<file path="src/rtl/row_normalizer_pkg.sv">
// ---------------------------------------------------------------------------
// row_normalizer_pkg
// Shared definitions for the attention output normalizer:
//   - q_width():    total width of a signed Qm.n fixed-point format
//   - acc_q98_t:    signed Q9.8 accumulator / denominator word (NUM_W bits)
//   - mem_q07_t:    signed Q0.7 memory-format element (OUT_W bits)
//   - norm_state_e: normalizer FSM states
// ---------------------------------------------------------------------------
package row_normalizer_pkg;

   // Sign bit + integer bits + fraction bits.
   function automatic int unsigned q_width(input int unsigned int_bits,
                                           input int unsigned frac_bits);
      return 1 + int_bits + frac_bits;
   endfunction

   localparam int unsigned NUM_W = q_width(9, 8);
   localparam int unsigned OUT_W = q_width(0, 7);
   localparam int unsigned FRAC  = OUT_W - 1;

   // Magnitudes need one extra bit: |-2^17| = 2^17 does not fit in NUM_W unsigned-safe bits.
   localparam int unsigned REM_W = NUM_W + 1;

   typedef logic signed [NUM_W-1:0] acc_q98_t;
   typedef logic signed [OUT_W-1:0] mem_q07_t;

   localparam mem_q07_t SatPos = {1'b0, {(OUT_W-1){1'b1}}};
   localparam mem_q07_t SatNeg = {1'b1, {(OUT_W-1){1'b0}}};

   typedef enum logic [1:0] {
      StIdle,
      StDiv,
      StOut
   } norm_state_e;

endpackage

</file>
<file path="src/rtl/row_normalizer_div_step.sv">
// ---------------------------------------------------------------------------
// row_normalizer_div_step
// One combinational step of unsigned restoring division. The partial
// remainder is doubled and the divisor subtracted when it fits.
// Ports:
//   rem_i   current partial remainder (must be < den_i)
//   den_i   divisor (positive)
//   rem_o   next partial remainder (always < den_i)
//   qbit_o  quotient bit produced by this step
// ---------------------------------------------------------------------------
module row_normalizer_div_step
   import row_normalizer_pkg::*;
#(
   parameter int unsigned RemW = REM_W
) (
   input  logic [RemW-1:0] rem_i,
   input  logic [RemW-1:0] den_i,
   output logic [RemW-1:0] rem_o,
   output logic            qbit_o
);

   logic [RemW:0] shifted;
   logic [RemW:0] den_ext;
   logic [RemW:0] diff;

   always_comb begin
      shifted = {rem_i, 1'b0};
      den_ext = {1'b0, den_i};
      diff    = shifted - den_ext;
      qbit_o  = (shifted >= den_ext);
      // Both candidates are below den_i here, so the top bit is always zero.
      rem_o   = qbit_o ? diff[RemW-1:0] : shifted[RemW-1:0];
   end

endmodule

</file>
<file path="src/rtl/row_normalizer.sv">
// ---------------------------------------------------------------------------
// row_normalizer
// Divides each Q9.8 numerator of a row by the row's Q9.8 softmax denominator
// and returns a Q0.7 memory-format element. One quotient bit per cycle.
// Ports:
//   clk_i        clock, rising edge
//   rst_i        synchronous active-high reset
//   in_valid_i   numerator (and denominator on element 0) valid
//   in_ready_o   high only in IDLE and not in reset
//   in_num_i     signed Q9.8 numerator
//   in_den_i     signed Q9.8 denominator, sampled only for element index 0
//   out_valid_o  result valid (held until out_ready_i)
//   out_ready_i  downstream accepts result
//   out_data_o   signed Q0.7 quotient, truncated toward zero, saturated
//   out_last_o   presented result is element D-1 of the row
//   out_err_o    row denominator was <= 0 (result forced to 0)
// ---------------------------------------------------------------------------
module row_normalizer
   import row_normalizer_pkg::*;
#(
   parameter int unsigned D = 64
) (
   input  logic             clk_i,
   input  logic             rst_i,
   input  logic             in_valid_i,
   output logic             in_ready_o,
   input  logic [NUM_W-1:0] in_num_i,
   input  logic [NUM_W-1:0] in_den_i,
   output logic             out_valid_o,
   input  logic             out_ready_i,
   output logic [OUT_W-1:0] out_data_o,
   output logic             out_last_o,
   output logic             out_err_o
);

   localparam int unsigned IdxW = (D > 1) ? $clog2(D) : 1;
   localparam int unsigned CntW = $clog2(FRAC);
   localparam logic [IdxW-1:0] IdxLast  = IdxW'(D - 1);
   localparam logic [CntW-1:0] CntStart = CntW'(FRAC - 1);

   norm_state_e      state_q, state_d;
   logic [IdxW-1:0]  idx_q, idx_d;
   acc_q98_t         den_q, den_d;
   logic [REM_W-1:0] rem_q, rem_d;
   logic [FRAC-1:0]  q_q, q_d;
   logic             sign_q, sign_d;
   logic [CntW-1:0]  bitcnt_q, bitcnt_d;
   mem_q07_t         data_q, data_d;
   logic             err_q, err_d;

   // Accept-time decode
   logic             accept;
   acc_q98_t         den_sel;
   logic             den_bad;
   logic [REM_W-1:0] num_ext;
   logic [REM_W-1:0] mag;
   logic [REM_W-1:0] den_mag_sel;

   // Iterated division step
   logic [REM_W-1:0] den_mag_q;
   logic [REM_W-1:0] step_rem;
   logic             step_qbit;
   logic [FRAC-1:0]  q_full;
   mem_q07_t         q_ext;
   mem_q07_t         q_signed;

   assign in_ready_o  = (state_q == StIdle) && !rst_i;
   assign accept      = in_valid_i && in_ready_o;
   assign out_valid_o = (state_q == StOut);
   assign out_data_o  = data_q;
   assign out_last_o  = out_valid_o && (idx_q == IdxLast);
   assign out_err_o   = err_q;

   always_comb begin
      // The row's first element brings its own denominator; later ones reuse it.
      den_sel     = (idx_q == '0) ? acc_q98_t'(in_den_i) : den_q;
      den_bad     = den_sel[NUM_W-1] || (den_sel == '0);
      den_mag_sel = {1'b0, den_sel};
      num_ext     = {in_num_i[NUM_W-1], in_num_i};
      mag         = in_num_i[NUM_W-1] ? (REM_W'(0) - num_ext) : num_ext;
   end

   assign den_mag_q = {1'b0, den_q};

   row_normalizer_div_step #(
      .RemW (REM_W)
   ) u_div_step (
      .rem_i  (rem_q),
      .den_i  (den_mag_q),
      .rem_o  (step_rem),
      .qbit_o (step_qbit)
   );

   always_comb begin
      // Quotient as it stands once the final (bit 0) step is merged in.
      q_full    = q_q;
      q_full[0] = step_qbit;
      q_ext     = {1'b0, q_full};
      q_signed  = sign_q ? (mem_q07_t'(0) - q_ext) : q_ext;
   end

   always_comb begin
      state_d  = state_q;
      idx_d    = idx_q;
      den_d    = den_q;
      rem_d    = rem_q;
      q_d      = q_q;
      sign_d   = sign_q;
      bitcnt_d = bitcnt_q;
      data_d   = data_q;
      err_d    = err_q;

      unique case (state_q)
         StIdle: begin
            if (accept) begin
               if (idx_q == '0) begin
                  den_d = acc_q98_t'(in_den_i);
               end
               sign_d = in_num_i[NUM_W-1];
               q_d    = '0;
               if (den_bad) begin
                  data_d  = '0;
                  err_d   = 1'b1;
                  state_d = StOut;
               end else if (mag >= den_mag_sel) begin
                  // |num/den| >= 1 cannot be represented in Q0.7.
                  data_d  = in_num_i[NUM_W-1] ? SatNeg : SatPos;
                  err_d   = 1'b0;
                  state_d = StOut;
               end else begin
                  rem_d    = mag;
                  bitcnt_d = CntStart;
                  err_d    = 1'b0;
                  state_d  = StDiv;
               end
            end
         end

         StDiv: begin
            rem_d         = step_rem;
            q_d[bitcnt_q] = step_qbit;
            if (bitcnt_q == '0) begin
               data_d  = q_signed;
               state_d = StOut;
            end else begin
               bitcnt_d = bitcnt_q - CntW'(1);
            end
         end

         StOut: begin
            if (out_ready_i) begin
               idx_d   = (idx_q == IdxLast) ? '0 : idx_q + IdxW'(1);
               state_d = StIdle;
            end
         end

         default: begin
            state_d = StIdle;
         end
      endcase
   end

   always_ff @(posedge clk_i) begin
      if (rst_i) begin
         state_q  <= StIdle;
         idx_q    <= '0;
         den_q    <= '0;
         rem_q    <= '0;
         q_q      <= '0;
         sign_q   <= 1'b0;
         bitcnt_q <= '0;
         data_q   <= '0;
         err_q    <= 1'b0;
      end else begin
         state_q  <= state_d;
         idx_q    <= idx_d;
         den_q    <= den_d;
         rem_q    <= rem_d;
         q_q      <= q_d;
         sign_q   <= sign_d;
         bitcnt_q <= bitcnt_d;
         data_q   <= data_d;
         err_q    <= err_d;
      end
   end

endmodule

</file>
<file path="config.mk">
export PLATFORM = sky130hd
export DESIGN_NAME = row_normalizer
export DESIGN_NICKNAME = d
export VERILOG_FILES = /design/src/rtl/row_normalizer_pkg.sv /design/src/rtl/row_normalizer_div_step.sv /design/src/rtl/row_normalizer.sv
export SDC_FILE = /design/constraint.sdc
export NUM_CORES = 1
export LEC_CHECK = 0
export CORE_MARGIN = 8
export CORE_UTILIZATION = 40
export CTS_CLUSTER_SIZE = 14
export DETAILED_ROUTE_END_ITERATION = 7
export PLACE_DENSITY = 0.6
export SLEW_MARGIN = 10
export SYNTH_ARGS = -nofsm -noshare
export SYNTH_HDL_FRONTEND = slang
export SYNTH_HIERARCHICAL = 1
export SYNTH_SLANG_ARGS = --single-unit
export TNS_END_PERCENT = 100
</file>
<file path="constraint.sdc">
create_clock -name clk_i -period 5 [get_ports clk_i]
set_input_delay 1.5 -clock clk_i [delete_from_list [all_inputs] [get_ports clk_i]]
set_output_delay 1.5 -clock clk_i [all_outputs]
set_load 0.005 [all_outputs]
</file>
==> results of run 1 <==
-- cell families after synthesis --
family          share of synthesized area
buf+inv                            0.0641
mux                                0.0763
compound gates                      0.224
xor+xnor                           0.0672
flops                               0.240
simple gates                        0.223
fa+ha+maj                           0.104
other cells                      0.000701
-- metrics by stage --
stage	hold WS, ns	cells
2_1_floorplan	0.452	669
3_3_place_gp	0.449	908
4_1_cts	0.465	924
5_1_grt	0.481	928
6_report	0.463	928
3_5_place_dp	0.458	908
-- what timing repair did --
action,CTS,global route
gates resized for setup,3,20
buffers inserted,0,4
endpoints found under the hold margin,0,0
pin swaps,0,7
setup endpoints to repair,26,30
-- area by class of cell --
class | instances | area (sq um)
well taps | 176 | 220
inverters | 43 | 161
clock buffers | 11 | 243
multi-input cells | 525 | 3830
fillers | 1264 | 6360
repair buffers | 104 | 938
clock inverters | 5 | 104
flip-flops and latches | 64 | 1280
-- power groups by stage --
stage / Combinational, mW / Clock (mW) / Sequential (mW)
2_1_floorplan: 0.555 / 0 / 0.583
3_5_place_dp: 0.785 / 0 / 0.597
3_3_place_gp: 0.771 / 0 / 0.595
4_1_cts: 0.794 / 0.742 / 0.586
5_1_grt: 0.904 / 0.763 / 0.593
6_report: 0.825 / 0.729 / 0.587
-- final timing paths --
| kind | from | to | slack, ns | cells after the start |
|---|---|---|---|---|
| worst max-delay path | in_num_i[10] | out_data_o[0] | 0.09 | 14 |
| worst max register to register | den_q[15] | out_data_o[7] | 1.23 | 14 |
| worst min-delay path | out_err_o | out_err_o | 0.46 | 2 |
| worst min register to register | out_err_o | out_err_o | 0.46 | 2 |
-- layout by cell type, fill, tap and decap left out, drive strengths merged, types with 10 or more instances in the layout --
cell type / netlist / final
a21oi: 40 / 40
and3: 16 / 16
buf: 12 / 53
clkbuf: 25 / 11
clkdlybuf4s50: 0 / 47
dfxtp: 64 / 64
ha: 43 / 43
inv: 42 / 42
mux2: 20 / 20
mux2i: 17 / 17
nand2: 64 / 64
nand3: 38 / 38
nand4: 14 / 14
nor2: 38 / 38
nor3: 19 / 19
nor4: 10 / 10
o211ai: 13 / 13
o21ai: 44 / 44
xnor2: 27 / 27
xor2: 14 / 14
-- sequential cells by signal, summed over array words and instances (netlist names), 2 cells and up --
signal,cells
out_data_o,8
den_q,18
idx_q,6
state_q,2
rem_q,19
bitcnt_q,3
q_q,6
-- metal layers --
layer | up-vias | wire, microns | GRT usage
li1 | 2620 | - | -
met1 | 2456 | 7710 | 0.241
met2 | 170 | 7140 | 0.287
met3 | 25 | 622 | 0.0225
met4 | 0 | 312 | 0.0574
met5 | - | 0 | 0
-- critical path, delay by kind of cell --
kind	cells	cell delay, ns
adder cells (fa/ha/maj)	1	0.30
XOR/XNOR	1	0.12
buffers and inverters	3	0.80
AO/OA/AOI/OAI	4	0.87
AND/OR/NAND/NOR	5	1.57
==> out/qor.txt, run 1 <==
status: finished clean
Mapped Nets: 753
largest net degree at the start of global routing: 40
most frequent cells after synthesis: dfxtp_1, nand2_1, ha_1, o21ai_0, inv_1
Total Wirelength: 15,800 microns
Avg WL per Cell: 17.0 microns
Die Footprint: 0.0173 sq mm
pins over their slew limit: 0
Final Wtd Congestion: 0.906
ANT cells: 0
Die Height: 132 microns
all-layer global routing usage: 0.178
Hold/Removal Path Class: reg2reg
core area: 0.0131 sq mm
Crit Path Category: in2reg
max-slew headroom at the worst pin: 0.378
CP arrival: 5.15 ns
Static Leak: 2.71 nW
CTS Hold Bufs: 0
H-tree depth: 3
crit start category: primary input
Setup WS pre-CTS: -0.503 ns
Syn Std Cell Area: 0.00535 sq mm
Setup TNS: 0 ns
clock skew: 0.00433 ns
Fmax: 204 MHz
Synth Warn #: 6
clk buf depth: 2
Post-DP HPWL: 12,400 microns
# DRC: 0
final core occ: 0.516
top post-synthesis cells by area: dfxtp_1, ha_1, nand2_1
clk sinks: 64
Vias/cell: 5.68
layout cell share with drive strength beyond 1: 0.160
Post-synth EDFFs: 0
Internal: 1.43 mW
number of I/O port buffers: 51
Worst Setup Slack, final: 0.0897 ns
leading area contributor after synthesis: dfxtp_1
Starting Density: 0.407
switching share of total power: 0.332
Vias: 5,271
main flop type after synthesis: dfxtp_1
TritonRoute pass-1 iters: 5
Rows: 42
first-pass GRT wire length: 25,600 microns
Final Critical Period: 4.91 ns
CTS tree: done
number of buffers created by CTS: 9
syn_area_per_cell: 7.99 sq um
sequential share of the synthesized area: 0.240
synthesized flop and latch total: 64
io pins: 52
Synth top area share: 0.240
total congestion overflow: 0
Post-synth ARST share: 0
number of global-route vias before repair: 5,044
Final Net Count: 831
Worst Path Max Fanout: 7
setup violators final: 0
crit-path max cell delay: 0.56 ns
count of cell types in the netlist: 69
clk_lat worst skew: 0.33 ns
Synth Instances: 669
antenna violations before repair: 0
Die Wd: 132 microns
CP Cell Sequence: clkdlybuf4s50_1 -> or4_4 -> or4_4 -> o41ai_4 -> xnor2_2 -> ha_1 -> and3_4 -> and3_1 -> nand4_1 -> buf_4 -> o31ai_4 -> a21oi_2 -> buf_6 -> a221oi_2
Hold Vio Cnt, Final: 0
Max Cap Viol: 0
RSZ-0062 raised after global routing: false
final instance area: 0.00677 sq mm
slowest CP cell: or4_4
Design Power: 2.14 mW
Initial DRC Count: 393
Root Buffer: clkbuf_16
remaining antenna violation count after routing: 0
WP data required: 5.24 ns
NetSw: 711 uW
Clock Pin Slew Worst Setup and Hold Paths: 0.05 ns
Final Cycle Share: 0.982
dpl cell area: 0.00628 sq mm
Peak supply drop: 0.236 mV
most used cell, CP: or4_4
pwr/cell area: 316 mW/mm^2
sequential cell fraction of total power: 0.274
area grow syn2layout: 26.7%
Crit. End Element: flop
Logic pwr share: 0.385
Worst Tran Pin Value: 0.929 ns
power share of the clock group: 0.341
Power figures use the tool's default switching activity.
==> run 2, diff against run 1 <==
--- a/config.mk
+++ b/config.mk
@@ -7,10 +7,11 @@
 export LEC_CHECK = 0
 export CORE_MARGIN = 8
 export CORE_UTILIZATION = 40
+export CTS_CLUSTER_DIAMETER = 120
 export CTS_CLUSTER_SIZE = 14
 export DETAILED_ROUTE_END_ITERATION = 7
-export PLACE_DENSITY = 0.6
-export SLEW_MARGIN = 10
+export PLACE_DENSITY = 0.57
+export SLEW_MARGIN = 0
 export SYNTH_ARGS = -nofsm -noshare
 export SYNTH_HDL_FRONTEND = slang
 export SYNTH_HIERARCHICAL = 1
==> constraint.sdc (replaced) <==
create_clock -name clk_i -period 6.1 [get_ports clk_i]
set_input_delay 1.83 -clock clk_i [delete_from_list [all_inputs] [get_ports clk_i]]
set_output_delay 1.83 -clock clk_i [all_outputs]
set_load 0.005 [all_outputs]
==> run 2 against run 1 <==
  * Global-route usage rose by 0.56 points
  * Clock skew is 0.00091 ns higher
  * Highest routed layer unchanged
  * Largest cell class unchanged
  * Critical path depth rose by 2
==> out/qor.txt, run 2 (synthesis gave the netlist of run 1 again) <==
pins over their slew limit: 0 (unchanged)
antenna violations before repair: 0 (unchanged)
most used cell, CP: a21oi_1
Hold Vio Cnt, Final: 0 (unchanged)
remaining antenna violation count after routing: 0 (unchanged)
setup violators final: 0 (unchanged)
Die Wd: 132 microns (unchanged)
Final Net Count: 788 (-5.2%)
Clock Pin Slew Worst Setup and Hold Paths: 0.05 ns (about the same)
Hold/Removal Path Class: reg2reg
max reg flops: 19 (unchanged)
number of buffers created by CTS: 9 (unchanged)
Fmax: 179 MHz
Die Height: 132 microns (unchanged)
Initial DRC Count: 342 (-13%)
H-tree depth: 3 (unchanged)
clock skew: 0.00525 ns (+0.000914 ns)
clk sinks: 64 (unchanged)
Static Leak: 2.42 nW (-11%)
Crit. End Element: flop
worst flop-to-flop path endpoint: out_data_o[7]
WP data required: 6.32 ns (+1.08 ns)
crit-path max cell delay: 0.51 ns (-0.05 ns)
Root Buffer: clkbuf_16
Rows: 42 (unchanged)
R2R Setup Slk: 2.21 ns (+0.98 ns)
Die Footprint: 0.0173 sq mm (unchanged)
status: finished clean
hold_ws: 0.464 ns (+0.000786 ns)
crit start category: primary input
Avg WL per Cell: 18.1 microns (+6.7%)
Worst Path Max Fanout: 13 (+6)
capture point of the worst path: rem_q[10]
number of I/O port buffers: 51 (unchanged)
Starting Density: 0.407 (unchanged)
Final Cycle Share: 0.917
slowest CP cell: or3b_2
commonest non-fill, non-tap cells in the layout: nand2_1, dfxtp_1, clkdlybuf4s50_1
dpl cell area: 0.00597 sq mm (-4.9%)
fillers: 1,307 (+3.4%)
CTS Hold Bufs: 0 (unchanged)
layout cell share with drive strength beyond 1: 0.0874 (-0.0721)
crit path launch: in_num_i[0]
clk_lat worst skew: 0.33 ns (about the same)
Vias: 5,097 (-3.3%)
CTS resizes: 0 (-3)
CP Cell Sequence: clkdlybuf4s50_1 -> inv_1 -> ha_1 -> or3b_2 -> nor4_1 -> a21oi_1 -> xor2_1 -> ha_1 -> a21oi_1 -> o21ai_0 -> a21oi_1 -> o21ai_1 -> buf_4 -> buf_4 -> o2111a_1 -> a311o_1
Worst Reg-to-Reg Cells: 14 (unchanged)
ANT cells: 0 (unchanged)
area grow syn2layout: 17.6%
Final Critical Period: 5.60 ns
CTS tree: done
met3 Use GR: 0.0328 (+0.0103)
first-pass GRT wire length: 26,200 microns (+2.2%)
GR peak layer: met2
pwr/cell area: 264 mW/mm^2 (-16%)
Setup TNS: 0 ns (unchanged)
RSZ-0062 raised after global routing: false
io pins: 52 (unchanged)
TritonRoute pass-1 iters: 5 (unchanged)
R2R Path Start: den_q[0]
total congestion overflow: 0 (unchanged)
core area: 0.0131 sq mm (unchanged)
Final Wtd Congestion: 0.948 (+4.6%)
largest net degree at the start of global routing: 42 (+5.0%)
post-CTS setup buffers: 0 (unchanged)
Crit Path Category: in2reg
Biggest register: rem_q
# DRC: 0 (unchanged)
GR Util met2: 0.274 (-0.0128)
final instance area: 0.00629 sq mm (-7.2%)
number of global-route vias before repair: 5,007 (-0.73%)
met1 Track Usage GR: 0.259 (+0.0182)
Max Cap Viol: 0 (unchanged)
max-slew headroom at the worst pin: 0.192 (-0.186)
Total Wirelength: 16,100 microns (+1.7%)
Post-DP HPWL: 12,200 microns (-1.5%)
Worst Tran Pin Value: 1.21 ns (+0.278 ns)
Vias/cell: 5.76 (+1.4%)
Peak supply drop: 0.140 mV (-41%)
CP arrival: 5.81 ns (+0.66 ns)
all-layer global routing usage: 0.184 (+0.00564)
clk buf depth: 2 (unchanged)
## run 2: final cells by class
| type | count | area [sq um] | area share |
|---|---|---|---|
| Multi-Input combinational cell | 525 | 3720 | 0.592 |
| Tap cell | 176 | 220 | 0.0350 |
| Clock buffer | 13 | 250 | 0.0398 |
| Timing Repair Buffer | 61 | 586 | 0.0931 |
| Inverter | 43 | 161 | 0.0257 |
| Sequential cell | 64 | 1280 | 0.204 |
| Clock inverter | 3 | 65.1 | 0.0103 |
## run 2: worst max-delay path: cells and delay by family
kind / cells / cell delay (ns)
xor+xnor: 1 / 0.25
compound gates: 7 / 1.27
buf+inv: 4 / 0.99
simple gates: 2 / 1.00
fa+ha+maj: 2 / 0.46
## run 2: through the flow
step            util  instances  worst slack [ns]  power (mW)
6_report       0.479        885             0.505        1.66
5_1_grt        0.479        885             0.278        1.75
4_1_cts        0.479        885             0.540        1.66
3_5_place_dp   0.455        869             0.218        1.10
3_3_place_gp   0.455        869             0.343        1.10
2_1_floorplan      -        669              1.02       0.933
## run 2: worst min path at each step
| stage | startpoint | endpoint | slack [ns] | depth (start not counted) |
|---|---|---|---|---|
| 5_1_grt | out_data_o[6] | out_data_o[6] | 0.50 | 2 |
| 4_1_cts | out_data_o[1] | out_data_o[1] | 0.47 | 2 |
| 6_report | out_data_o[6] | out_data_o[6] | 0.46 | 2 |
| 3_5_place_dp | out_data_o[1] | out_data_o[1] | 0.46 | 2 |
| 2_1_floorplan | out_err_o | out_err_o | 0.45 | 2 |
| 3_3_place_gp | out_err_o | out_err_o | 0.45 | 2 |
## run 2: power breakdown
part	internal, mW	total (mW)	switching, mW
registers	0.449	0.485	0.0362
logic	0.274	0.622	0.348
clock network	0.369	0.554	0.185
total	1.09	1.66	0.570
## run 2: routing by layer
metal	wire length (microns)	share of wire
met1	8050	0.50
met2	6860	0.43
met3	847	0.053
met4	301	0.019
met5	0	0
==> run 3, diff against run 2 <==
--- a/config.mk
+++ b/config.mk
@@ -5,6 +5,7 @@
 export SDC_FILE = /design/constraint.sdc
 export NUM_CORES = 1
 export LEC_CHECK = 0
+export ABC_CLOCK_PERIOD_IN_PS = 6100
 export CORE_MARGIN = 8
 export CORE_UTILIZATION = 40
 export CTS_CLUSTER_DIAMETER = 120
==> results of run 3 <==
Final layout, timing and power as in run 2 (identical DEF).
==> RTL edit 1, RTL diff (config.mk and constraints of run 1) <==
Set the parameter `D` to 128 (it was 64).
--- a/src/rtl/row_normalizer.sv
+++ b/src/rtl/row_normalizer.sv
@@ -20,3 +20,3 @@
 #(
-   parameter int unsigned D = 64
+   parameter int unsigned D = 128
 ) (
Formal check against the unedited RTL: no difference found for any inputs over 4 cycles, from zero or initial values and one cycle with rst_i high; that may be too few to reach the edited logic, so the function may still have changed.
==> RTL edit 1 against run 1 <==
Core utilization grew 0.23 points; fmax grew 2.1%; largest cell class unchanged; wire length is essentially flat; worst setup slack gained 0.10 ns; sequential cell count grew 1; power shrank 2.9%; register-to-register slack lost 0.14 ns; highest routed layer unchanged; critical path type unchanged; synthesized area grew 0.54%; combinational power shrank 8.6%; critical path depth grew 1; design area grew 0.85%.
==> RTL edit 1: results (changes against run 1) <==
Run status
The flow ran to the end, and the final reports show no timing, DRC or antenna violations.

Worst setup path
The startpoint identified for the worst register-to-register timing path is den_q[0]. The maximum fanout encountered on the critical timing path is 6 (-1). The worst setup path startpoint is in_num_i[8]. The delay of the slowest critical-path stage is 0.56 ns (about the same). The slowest stage of the critical path is the or4_4 cell.

The cell family contributing the most delay on the critical path is simple AND/OR/NAND/NOR gates. The data arrival at the endpoint of the critical path came to 5.06 ns (-0.09 ns). The reg2reg setup slack is 1.09 ns (-0.14 ns). The reg-to-reg endpoint is out_data_o[5]. The number of cells on the worst reg-to-reg path was 14 (unchanged). The termination of the worst setup path is out_data_o[3].

Global routing
The first-pass GRT wire length is 25,800 µm (+0.86%). The global-route met2 utilization is 28.5% (-0.17 points). The met1 layer usage reported by global route is 22.8% (-1.2 points). The fraction of met3 tracks used by global routing came to 2.71% (+0.46 points). The number of global-route vias before repair is 5,223 (+3.5%).

The total routing resource utilization after global routing is 17.7% (-0.069 points). The pin count of the biggest net entering global routing is 45 (+13%). The number of antenna violations at the first check in global routing was 0 (unchanged).

Placed design
The post-DP HPWL is 12,300 µm (-1.1%). The total of buffers placed on input and output ports was 51 (unchanged). The weighted congestion at the end of routability-driven global placement is 0.908 (+0.22%).

Timing
The tightest slew margin relative to the limit is 30.9% (-6.9 points). The maximum clock skew at final layout is 0.00877 ns (+0.00444 ns).

Yosys
The share of the yosys chip area belonging to registers came to 24.2% (+0.24 points). The post-synthesis cell type count came to 69 (unchanged). Ranked by instance count, the synthesized netlist is headed by 65 x dfxtp_1, 60 x nand2_1, 51 x o21ai_0. The yosys synthesis warning count is 6 (unchanged).

The share of async-settable or async-resettable flops after synthesis is 0% (unchanged). After synthesis, the cell types taking the most area are dfxtp_1 24%, ha_1 10%, mux2_2 5.2%. The net count of the mapped netlist is 765 (+1.6%).

Clock tree
The clock slew seen by the registers of the worst setup and hold paths is 0.06 ns. The maximum clock path buffer count was 2 (unchanged). The cell sitting at the root of the clock tree is a clkbuf_16. The number of buffers inserted during clock tree synthesis is 9 (unchanged). The clock reaches the later pin of the worst-skew pair after 0.34 ns.

Worst hold path
The path with the worst hold slack has its endpoint at out_data_o[6]. The worst min-delay path startpoint is out_data_o[6].

Route
The routed length on met3 is 713 µm (+15%). The number of detailed-route iterations in the first pass is 5 (unchanged). The uppermost signal routing layer after detailed routing is met4. The met2 wire length came to 7090 µm (-0.71%). The total wire length after detailed routing came to 15,800 µm (about the same). The total number of vias was 5,270 (-0.019%). The met1 routed wirelength after detailed routing was 7500 µm (-2.7%).

The number of DRC markers in iteration 0 is 394 (+0.25%).

Power
The maximum vdd ir drop is 0.185 mV (-22%). The static leakage was 2.91 nW (+7.4%).

Layout
The ratio of cells with drive above 1 in the final layout is 16.8% (+0.86 points). The flip-flop count of the largest register, all copies and words added is 19 (unchanged). The register with the most flip-flops in the final layout is rem_q. The number of nets in the finished design was 846 (+1.8%). The diode insertion count for antenna repair is 0 (unchanged).
## RTL edit 1: what timing repair did
item                                    in CTS  in global routing
pin swaps                                    4                 11
endpoints found under the setup margin      26                 28
hold endpoints to repair                     0                  0
setup buffers                                3                  4
gates resized for setup                     12                 20
## RTL edit 1: final cells by class
| cell class | count | area, µm² |
|---|---|---|
| Timing Repair Buffer | 105 | 950 |
| Fill cell | 1220 | 6360 |
| Multi-Input combinational cell | 536 | 3850 |
| Clock inverter | 6 | 115 |
| Inverter | 45 | 169 |
| Sequential cell | 65 | 1300 |
| Clock buffer | 10 | 229 |
| Tap cell | 176 | 220 |
## RTL edit 1: worst register-to-register path, stage by stage (launching register included)
cell      delay, ns
dfxtp_1        0.49
inv_1          0.14
fa_1           0.44
a21oi_1        0.28
o211ai_1       0.16
a21oi_1        0.39
o21ai_0        0.31
a21oi_2        0.26
inv_1          0.08
or3_1          0.33
or3_1          0.36
nand2_1        0.11
xnor2_1        0.13
a21oi_1        0.10
a221oi_2       0.25
## RTL edit 1: power breakdown
group	internal (mW)	switching (mW)
Combinational	0.347	0.407
Sequential	0.553	0.0355
Clock	0.490	0.246
## RTL edit 1: kinds of logic after synthesis
kind of cell,Yosys count,synth area share [%]
flops,65,24.2
mux,55,10.9
other cells,1,0.0698
compound gates,168,20.5
fa+ha+maj,44,10.4
buf+inv,80,6.15
simple gates,229,21.5
xor+xnor,39,6.35
## RTL edit 1: stage by stage
stage          area, µm²  instances  setup WS, ns  hold slack, ns  total power [mW]
6_report            6830        943         0.191           0.460              2.08
5_1_grt             6830        943        0.0513           0.491              2.19
4_1_cts             6720        939       -0.0126           0.469              2.07
3_5_place_dp        6300        920        -0.593           0.461              1.32
3_3_place_gp        6300        920        -0.464           0.460              1.31
2_1_floorplan       5380        681         0.130           0.452              1.10
==> RTL edit 2, RTL diff (settings of run 1) <==
Made on the original files. `q_q` no longer has a reset.
--- a/src/rtl/row_normalizer.sv
+++ b/src/rtl/row_normalizer.sv
@@ -168,3 +168,2 @@
          rem_q    <= '0;
-         q_q      <= '0;
          sign_q   <= 1'b0;
@@ -178,3 +177,2 @@
          rem_q    <= rem_d;
-         q_q      <= q_d;
          sign_q   <= sign_d;
@@ -186,2 +184,6 @@
 
+   always_ff @(posedge clk_i) begin
+      q_q <= q_d;
+   end
+
 endmodule
Behaviour: same outputs for any inputs over 4 cycles, from zero or initial values and one cycle with rst_i high; that may be too few to reach the edited logic, so the function may still have changed.
==> RTL edit 2 against run 1 <==
Synthesized area is 4.5% higher; power fell by 5.6%; synthesized cell count rose by 1.5%; worst setup slack gained 0.19 ns; via count increased by 1.6%; design area decreased by 0.39%; sequential cell count is the same; final cell count is 0.32% higher; register-to-register slack got worse by 0.18 ns; wire length increased by 1.3%; global-route usage up 0.35 points; largest cell class unchanged; largest power group unchanged.
==> RTL edit 2: results (changes against run 1) <==
Run status
The flow ran to the end, and the final reports show no timing, DRC or antenna violations.

Clock tree
The total setup buffers inserted after CTS was 0 (unchanged). The clock root buffer is clkbuf_16. The total of cells resized after clock tree synthesis is 0 (-3).

The level count of the clock H-tree is 3 (unchanged). The maximum clock path buffer count is 2 (unchanged). The clock latency on the worst-skew pair is 0.34 ns.

After clock tree synthesis, the clock-pin slew on the worst setup and hold paths is 0.06 ns. The number of buffers inserted during clock tree synthesis came to 9 (unchanged).

Worst hold path
The type of the tightest min-delay check is reg -> reg. The worst hold path begins at out_data_o[7].

Yosys
The net count of the mapped netlist is 763 (+1.3%). The number of flops mapped to enable cells by yosys came to 6 (+6). Yosys attributes the largest share of cell area to dfxtp_1 21%, ha_1 9.6%, nand3b_1 4.8%.

The yosys synthesis warning count is 6 (unchanged). The share of async-settable or async-resettable flops after synthesis came to 0% (unchanged). The fraction of synthesized cell area taken by the top area cell type is 20.8% (-3.2 points). After synthesis, the most frequently instantiated cells are 64 x nand2_1, 58 x dfxtp_1, 43 x ha_1. The share of the yosys chip area belonging to registers is 24.0% (+0.050 points).

The post-synthesis cell type count is 73 (+5.8%). The mean cell area of the mapped netlist is 8.23 µm² (+2.9%).

Route
The number of DRC markers in iteration 0 is 316 (-20%). The number of detailed-route iterations in the first pass is 5 (unchanged). The total number of vias is 5,355 (+1.6%).

The mean routed wirelength per cell was 17.2 µm (+0.95%).

Worst setup path
The delay of the slowest critical-path stage is 0.54 ns (-0.02 ns). The maximum fanout encountered on the critical timing path is 14 (+7). The cell with the largest stage delay on the worst path is a2111o_1. The critical path starts at in_num_i[0].

The startpoint of the most critical register-to-register path is den_q[0]. The largest delay contributor family on the critical path is compound AO/OA/AOI/OAI gates.

Placed design
The weighted congestion at the end of routability-driven global placement is 0.874 (-3.6%). The post-DP HPWL is 12,600 µm (+1.6%). The number of cells after detailed placement is 915 (+0.77%).

The worst setup slack after placement was -0.131 ns (+0.371 ns). The total of buffers placed on input and output ports was 51 (unchanged).

Global routing
The number of global-route vias before repair is 5,191 (+2.9%). The total routing resource utilization after global routing is 18.2% (+0.35 points). The first-pass GRT wire length is 26,600 µm (+4.0%). The pin count of the biggest net entering global routing is 72 (+80%). The number of antenna violations at the first check in global routing is 0 (unchanged).

Layout
The most flop-heavy register is rem_q. The flip-flop count of the largest register, all copies and words added is 19 (unchanged). The final instance count without filler cells came to 931 (+0.32%). The ratio of cells with drive above 1 in the final layout is 12.6% (-3.3 points). The diode insertion count for antenna repair is 0 (unchanged).

The number of nets in the finished design is 830 (-0.12%). The count of filler cells inserted in the layout came to 1,385 (+9.6%).

Timing
The slew at the pin closest to its max-slew limit is 0.927 ns (-0.00176 ns). The maximum clock skew at final layout was 0.00876 ns (+0.00443 ns).

Power
The maximum vdd ir drop is 0.158 mV (-33%). The static leakage was 2.71 nW (-0.15%).
RTL edit 2: through the flow:
step / utilization (%) / cell area, µm²
2_1_floorplan: - / 5590
5_1_grt: 49.0 / 6750
4_1_cts: 49.0 / 6740
6_report: 49.0 / 6750
3_3_place_gp: 47.0 / 6470
3_5_place_dp: 47.0 / 6470
RTL edit 2: tightest hold or removal path: cells and delay by family, from the launching register on:
kind / cells / cell delay, ns
multiplexers: 1 / 0.06
AND/OR/NAND/NOR: 1 / 0.06
flip-flops: 1 / 0.31
RTL edit 2: report_power, final:
group | internal, mW | switching [mW] | leakage [nW]
sequential | 0.564 | 0.0464 | 0.533
clock | 0.335 | 0.241 | 0.133
combinational | 0.391 | 0.444 | 2.04
RTL edit 2: area by class of cell:
class                   count  area share [%]
multi-input cells         541            58.0
clock inverters             7           0.705
well taps                 180            3.34
clock buffers               9            3.34
repair buffers             95            12.8
inverters                  35            2.02
flip-flops and latches     64            19.9
RTL edit 2: layer usage:
metal	wire (µm)	vias up	global-route usage, %
met5	0	-	0
met4	455	0	7.92
met3	545	29	2.54
met2	7170	122	28.6
met1	7810	2537	24.2
li1	-	2667	-
RTL edit 2: cells by family after synthesis:
kind of cell / count (synthesis) / share of synthesized area [%]
compound gates: 166 / 21.0
xor+xnor: 40 / 6.27
fa+ha+maj: 44 / 9.99
buf+inv: 74 / 6.03
flops: 64 / 24.0
mux: 42 / 8.04
other cells: 1 / 0.0671
simple gates: 248 / 24.6
RTL edit 2: final timing paths:
kind | to | slack [ns] | depth (start not counted)
worst max-delay path | rem_q[2] | 0.28 | 13
worst min-delay path | out_data_o[7] | 0.48 | 2
worst min register to register | out_data_o[7] | 0.48 | 2
worst max register to register | out_data_o[6] | 1.05 | 15
